--- config.mk ---
export PLATFORM = sky130hd
export DESIGN_NAME = pc_fetch_unit
export DESIGN_NICKNAME = d
export VERILOG_FILES = /design/src/rtl/pc_fetch_unit.sv
export SDC_FILE = /design/constraint.sdc
export NUM_CORES = 1
export LEC_CHECK = 0
export CAP_MARGIN = 20
export CORE_MARGIN = 2
export CORE_UTILIZATION = 44
export CTS_CLUSTER_DIAMETER = 100
export DETAILED_ROUTE_END_ITERATION = 12
export GPL_TIMING_DRIVEN = 0
export PLACE_DENSITY_LB_ADDON = 0.2
export SYNTH_ARGS = -nofsm -noshare
export SYNTH_HDL_FRONTEND = slang
export SYNTH_SLANG_ARGS = --single-unit
--- constraint.sdc ---
create_clock -name clk -period 5.2 [get_ports clk]
set_clock_uncertainty 0.15 [all_clocks]
set_input_delay 0.52 -clock clk [delete_from_list [all_inputs] [get_ports clk]]
set_output_delay 0.52 -clock clk [all_outputs]
set_load 0.05 [all_outputs]
--- src/rtl/pc_fetch_unit.sv ---
// Architectural PC owner and fetch FSM (REQ -> WAIT -> HOLD, >= 3 cycles/instruction); holds request and instruction stable under backpressure.
// FETCH_MISALIGN_TRAP_EN: redirect misaligned next_pc to TRAP_PC and pulse fetch_err, otherwise the low PC bits are cleared.
module pc_fetch_unit #(
  parameter logic [31:0] RESET_PC = 32'h0000_3000,
  parameter logic [31:0] TRAP_PC  = 32'h0000_4180
) (
  input  logic        clk,
  input  logic        reset,
  input  logic [31:0] next_pc,
  output logic        imem_req_valid,
  input  logic        imem_req_ready,
  output logic [31:0] imem_addr,
  input  logic        imem_resp_valid,
  input  logic [31:0] imem_resp_data,
  output logic        inst_valid,
  input  logic        inst_ready,
  output logic [31:0] instruction,
  output logic [31:0] pc,
  output logic [31:0] pc_Add4,
  output logic [31:0] fetch_count,
  output logic        fetch_err
);

  typedef enum logic [1:0] {
    ST_REQ  = 2'd0,
    ST_WAIT = 2'd1,
    ST_HOLD = 2'd2
  } state_t;

  state_t      r_state;
  state_t      w_state_nxt;
  logic        r_run;
  logic [31:0] r_pc;
  logic [31:0] r_instr;
  logic [31:0] r_count;
  logic        r_err;

  logic        w_req_vld;
  logic        w_resp_take;
  logic        w_accept;
  logic        w_misalign;
  logic        w_trap_take;
  logic [31:0] w_pc_nxt;

  // r_run keeps the request channel quiet during any cycle that follows a reset edge.
  assign w_req_vld  = r_run && (r_state == ST_REQ);
  assign w_misalign = (next_pc[1:0] != 2'b00);

`ifdef FETCH_MISALIGN_TRAP_EN
  assign w_trap_take = w_misalign;
`else
  assign w_trap_take = 1'b0;
`endif

  assign w_pc_nxt = w_trap_take ? TRAP_PC : (next_pc & 32'hFFFF_FFFC);

  always_ff @(posedge clk) begin
    if (!reset) begin
      r_state <= ST_REQ;
      r_run   <= 1'b0;
    end else begin
      r_state <= w_state_nxt;
      r_run   <= 1'b1;
    end
  end

  always_comb begin
    w_state_nxt = r_state;
    w_resp_take = 1'b0;
    w_accept    = 1'b0;
    case (r_state)
      ST_REQ: begin
        if (w_req_vld && imem_req_ready) begin
          w_state_nxt = ST_WAIT;
        end
      end
      ST_WAIT: begin
        if (imem_resp_valid) begin
          w_resp_take = 1'b1;
          w_state_nxt = ST_HOLD;
        end
      end
      ST_HOLD: begin
        if (inst_ready) begin
          w_accept    = 1'b1;
          w_state_nxt = ST_REQ;
        end
      end
      default: begin
        w_state_nxt = ST_REQ;
      end
    endcase
  end

  // next_pc is only consumed on the decode-accept edge.
  always_ff @(posedge clk) begin
    if (!reset) begin
      r_pc    <= RESET_PC;
      r_instr <= 32'h0000_0000;
      r_count <= 32'h0000_0000;
      r_err   <= 1'b0;
    end else begin
      r_err <= w_accept && w_trap_take && w_misalign;
      if (w_resp_take) begin
        r_instr <= imem_resp_data;
      end
      if (w_accept) begin
        r_pc    <= w_pc_nxt;
        r_count <= r_count + 32'd1;
      end
    end
  end

  assign imem_req_valid = w_req_vld;
  assign imem_addr      = r_pc;
  assign inst_valid     = (r_state == ST_HOLD);
  assign instruction    = r_instr;
  assign pc             = r_pc;
  assign pc_Add4        = r_pc + 32'd4;
  assign fetch_count    = r_count;
  assign fetch_err      = r_err;

endmodule
Yosys cells after proc, flatten, opt, wreduce, memory -nomap -nowiden. Index checks and enable logic that the tools add are counted.

Bits of input ports: 69. Output and inout port bits: 163. Flip-flop bits (word level): 97. Logic and storage cells: 25.

Multiplexer cells: 9. Equal/unequal tests: 5. Reduce and logical (&&, ||, !) cells: 4. Add/sub/neg operators: 2.

Operators with widths (number): $add A32 B1 Y32 const B (1); $add A32 B3 Y32 const B (1); $mux W2 (3); $pmux W2 S3 (1); $mux W1 (5); $ne A2 B1 Y1 const B (2); $reduce_and A3 Y1 (1); $eq A2 B1 Y1 const B (1); $eq A2 B2 Y1 const B (1); $logic_and A1 B1 Y1 (2); $logic_not A2 Y1 (1); $ne A2 B2 Y1 const B (1).

Longest topological paths before layout.
Word-level depth: 5. Gate-level depth with buffers: 7.

Worst setup path after synthesis. No wires, ideal clock.

Path kind: reg-to-output. Start: register r_pc[9] (netlist: imem_addr[9]). End: output port pc_Add4[26]. Stages on the path, launching flop included: 6. Buffers on the path: 1. Setup slack: 1800 ps. Arrival time: 2730 ps. Data required time: 4530 ps. Cells stage by stage: dfxtp_1 -> nand3_1 -> or4b_1 -> clkbuf_1 -> nor4_1 -> xor2_1.

Longest elaborated chain between the ends: 1.

Ends and longest elaborated chain: start, declared (RTL line 33) `logic [31:0] r_pc;`; start signal, assigned (RTL line 108) `r_pc <= w_pc_nxt;`; $add A32 B3 Y32 (RTL line 119) `assign pc_Add4 = r_pc + 32'd4;`; end, declared (RTL line 19) `output logic [31:0] pc_Add4,`.

Every way passes these cells.

Final worst setup path.
Start: register r_pc[7] (netlist: imem_addr[7]). End: output port pc_Add4[31].

The elaborated chain is that of the path after synthesis.

==> summary.txt <==
CTS
  – Clk root buf: clkbuf_8
  – Total CTS buffers: 9
  – Clock sink count: 97
  – Clock latency on the worst-skew pair: 360 ps
  – H-tree level count: 3
  – Post-CTS resize count: 0
  – Clock buffer depth: 2
  – Reg clk slew, reported paths: 90 ps
  – Post-CTS Setup Repair Bufs: 0
  – CTS tree: yes
  – Cts hold-fix bufs: 0

Timing
  – Least-Margin Pin Slew: 738 ps
  – RSZ-0062 raised after global routing: false
  – Fin crit period: 3930 ps
  – Fin crit share: 0.755
  – Slew Viols, Final: 0
  – Hold slack final: 309 ps
  – Hold Violations, Final: 0
  – Max frequency: 255 MHz
  – Slew HR: 0.504
  – Setup violators final: 0
  – Total negative slack: 0 ps

Cells and area
  – Register Area: 1940 sq um
  – Nets: 893
  – Final instance area: 7230 sq um
  – Multi-input logic area: 2230 sq um
  – Final Util: 0.707
  – Final cell count without fillers: 963
  – Antenna Cells: 0
  – Fill cell count: 851
  – Share of cells above drive strength 1: 0.0798
  – Area delta synth->final: 57.6%

Synth
  – Avg Cell Area, Syn: 7.87 sq um
  – Synthesized area: 4590 sq um
  – Asr flop ratio synth: 0
  – Yosys synthesis warning count: 0
  – Post-Syn Instances: 583
  – Number of synthesized flops with an enable pin: 0
  – Yosys reg bits: 97
  – Post-synthesis cell type count: 39
  – Synth Flop Type: dfxtp_1
  – Register area share after synthesis: 0.423

Die
  – Die Y: 106 um
  – Die width: 106 um
  – Row count: 37
  – Die area: 11,300 sq um
  – Total I/O pin count: 232
  – Core area: 10,200 sq um
  – Initial Utilization: 0.449

Status
  – Status: complete, no violations

Power and ir drop
  – LEAKAGE: 2.54 nW
  – Pwr Density: 209 nW/um^2
  – Maximum vdd ir drop: 0.000117 V

GRT
  – GRT Overall Usage: 0.254
  – Grt total ovfl: 0
  – Number of global-route vias before repair: 4,606
  – First-pass GRT wire length: 23,000 um
  – Initial antenna violation count: 0
  – Largest net degree at the start of global routing: 17

Critical path
  – Max FO, Critical Path: 9
  – CP endpoint kind: output port
  – Startpoint types: flip-flop
  – WP data required: 4530 ps
  – Crit path DAT: 3260 ps
  – CP Class: reg2out

Routing
  – Wire per inst: 15.3 um
  – DRT Pass-1 Iters: 4
  – DR vias/cell: 5.16
  – Initial DRC Count: 147
  – Via count: 4,971
  – ANT nets after route: 0
  – Residual DRC count: 0
  – Routed WL: 14,700 um

Place
  – Dpl cell area: 7000 sq um
  – Gpl congestion: 0.847
  – Placed cell count: 947
  – Estimated wirelength of the detail-placed design: 11,400 um
  – IO Port Bufs: 222

Run
  – Max_cap viols: 0

Min path
  – Min-delay worst type: reg2reg
[cell families after synthesis]
family,count (synthesis),share of synthesized area
muxes,1,0.00245
other,1,0.000817
AOI/OAI and AO/OA,106,0.127
xor gates and xnor gates,37,0.0706
buffers and inverters,77,0.0954
adders and majority gates,2,0.00545
DFF,97,0.423
and+or+nand+nor,262,0.276
[registers in the layout, summed over array words and instances, names as in the netlist]
name,cells
fetch_count,32
r_state,2
imem_addr,30
instruction,32
r_run,1
[cell usage in the layout (no fill, tap or decap), drive strengths merged, types with 9 or more instances in the layout]
master	instances
clkdlybuf4s50	222
nand2	148
dfxtp	97
a21oi	83
buf	42
clkbuf	40
nand3	23
xor2	21
nand4	18
xnor2	16
or4	16
o31ai	15
nor2	12
and3	9
[Yosys cell counts, drive strengths merged, types with 5 or more instances]
cell	count	area [sq um]
a21oi	83	415
and3	9	56.3
and4	5	45.0
buf	42	307
clkbuf	30	113
dfxtp	97	1940
inv	5	18.8
nand2	148	556
nand3	23	115
nand4	18	125
nor2	12	45.0
nor3	7	35.0
nor4	8	50.1
o31ai	15	113
or3	5	32.5
or4	16	121
xnor2	16	140
xor2	21	184
[stage by stage]
| step | setup slack (ps) | total power, mW |
|---|---|---|
| final | 1270 | 1.51 |
| after CTS | 1240 | 1.52 |
| after global placement | 1710 | 0.970 |
| after floorplan | 1800 | 0.880 |
| after global routing | 1110 | 1.56 |
| after detailed placement | 1640 | 0.973 |
[per-layer routing]
layer | vias to the layer above | GRT usage | part of all wire
met1 | 2304 | 0.293 | 0.40
met3 | 27 | 0.0546 | 0.060
met5 | - | 0 | 0
met2 | 196 | 0.458 | 0.52
li1 | 2444 | - | -
met4 | 0 | 0.0940 | 0.026
[worst max-delay path: stages (launching register included)]
cell	delay, ps
dfxtp_1	490
nand3_1	220
or4b_1	500
clkbuf_1	220
nor4_1	420
xor2_1	180
clkdlybuf4s50_1	870
[power breakdown]
part | switching (mW) | internal [mW]
Clock | 0.269 | 0.286
Combinational | 0.109 | 0.0852
Sequential | 0.00931 | 0.752
Total | 0.388 | 1.12
[worst paths after layout]
path / start / end / slack [ps] / cells past startpoint
max: imem_addr[7]$_SDFFE_PN0P_ / pc_Add4[31] / 1270 / 6
min: instruction[29]$_SDFFE_PN0P_ / instruction[29]$_SDFFE_PN0P_ / 310 / 2
max reg2reg: fetch_count[0]$_SDFFE_PN0P_ / fetch_count[10]$_SDFFE_PN0P_ / 2890 / 7
min reg2reg: instruction[29]$_SDFFE_PN0P_ / instruction[29]$_SDFFE_PN0P_ / 310 / 2
[final cells by class]
class	count	area share
inverter	5	0.00260
multi-input combinational	415	0.309
tap	136	0.0235
buffer	72	0.0580
sequential	97	0.269
clock buffer	10	0.0190
timing repair buffer	222	0.307
clock inverter	6	0.0125
No activity file was read; power rests on OpenSTA's default activity.
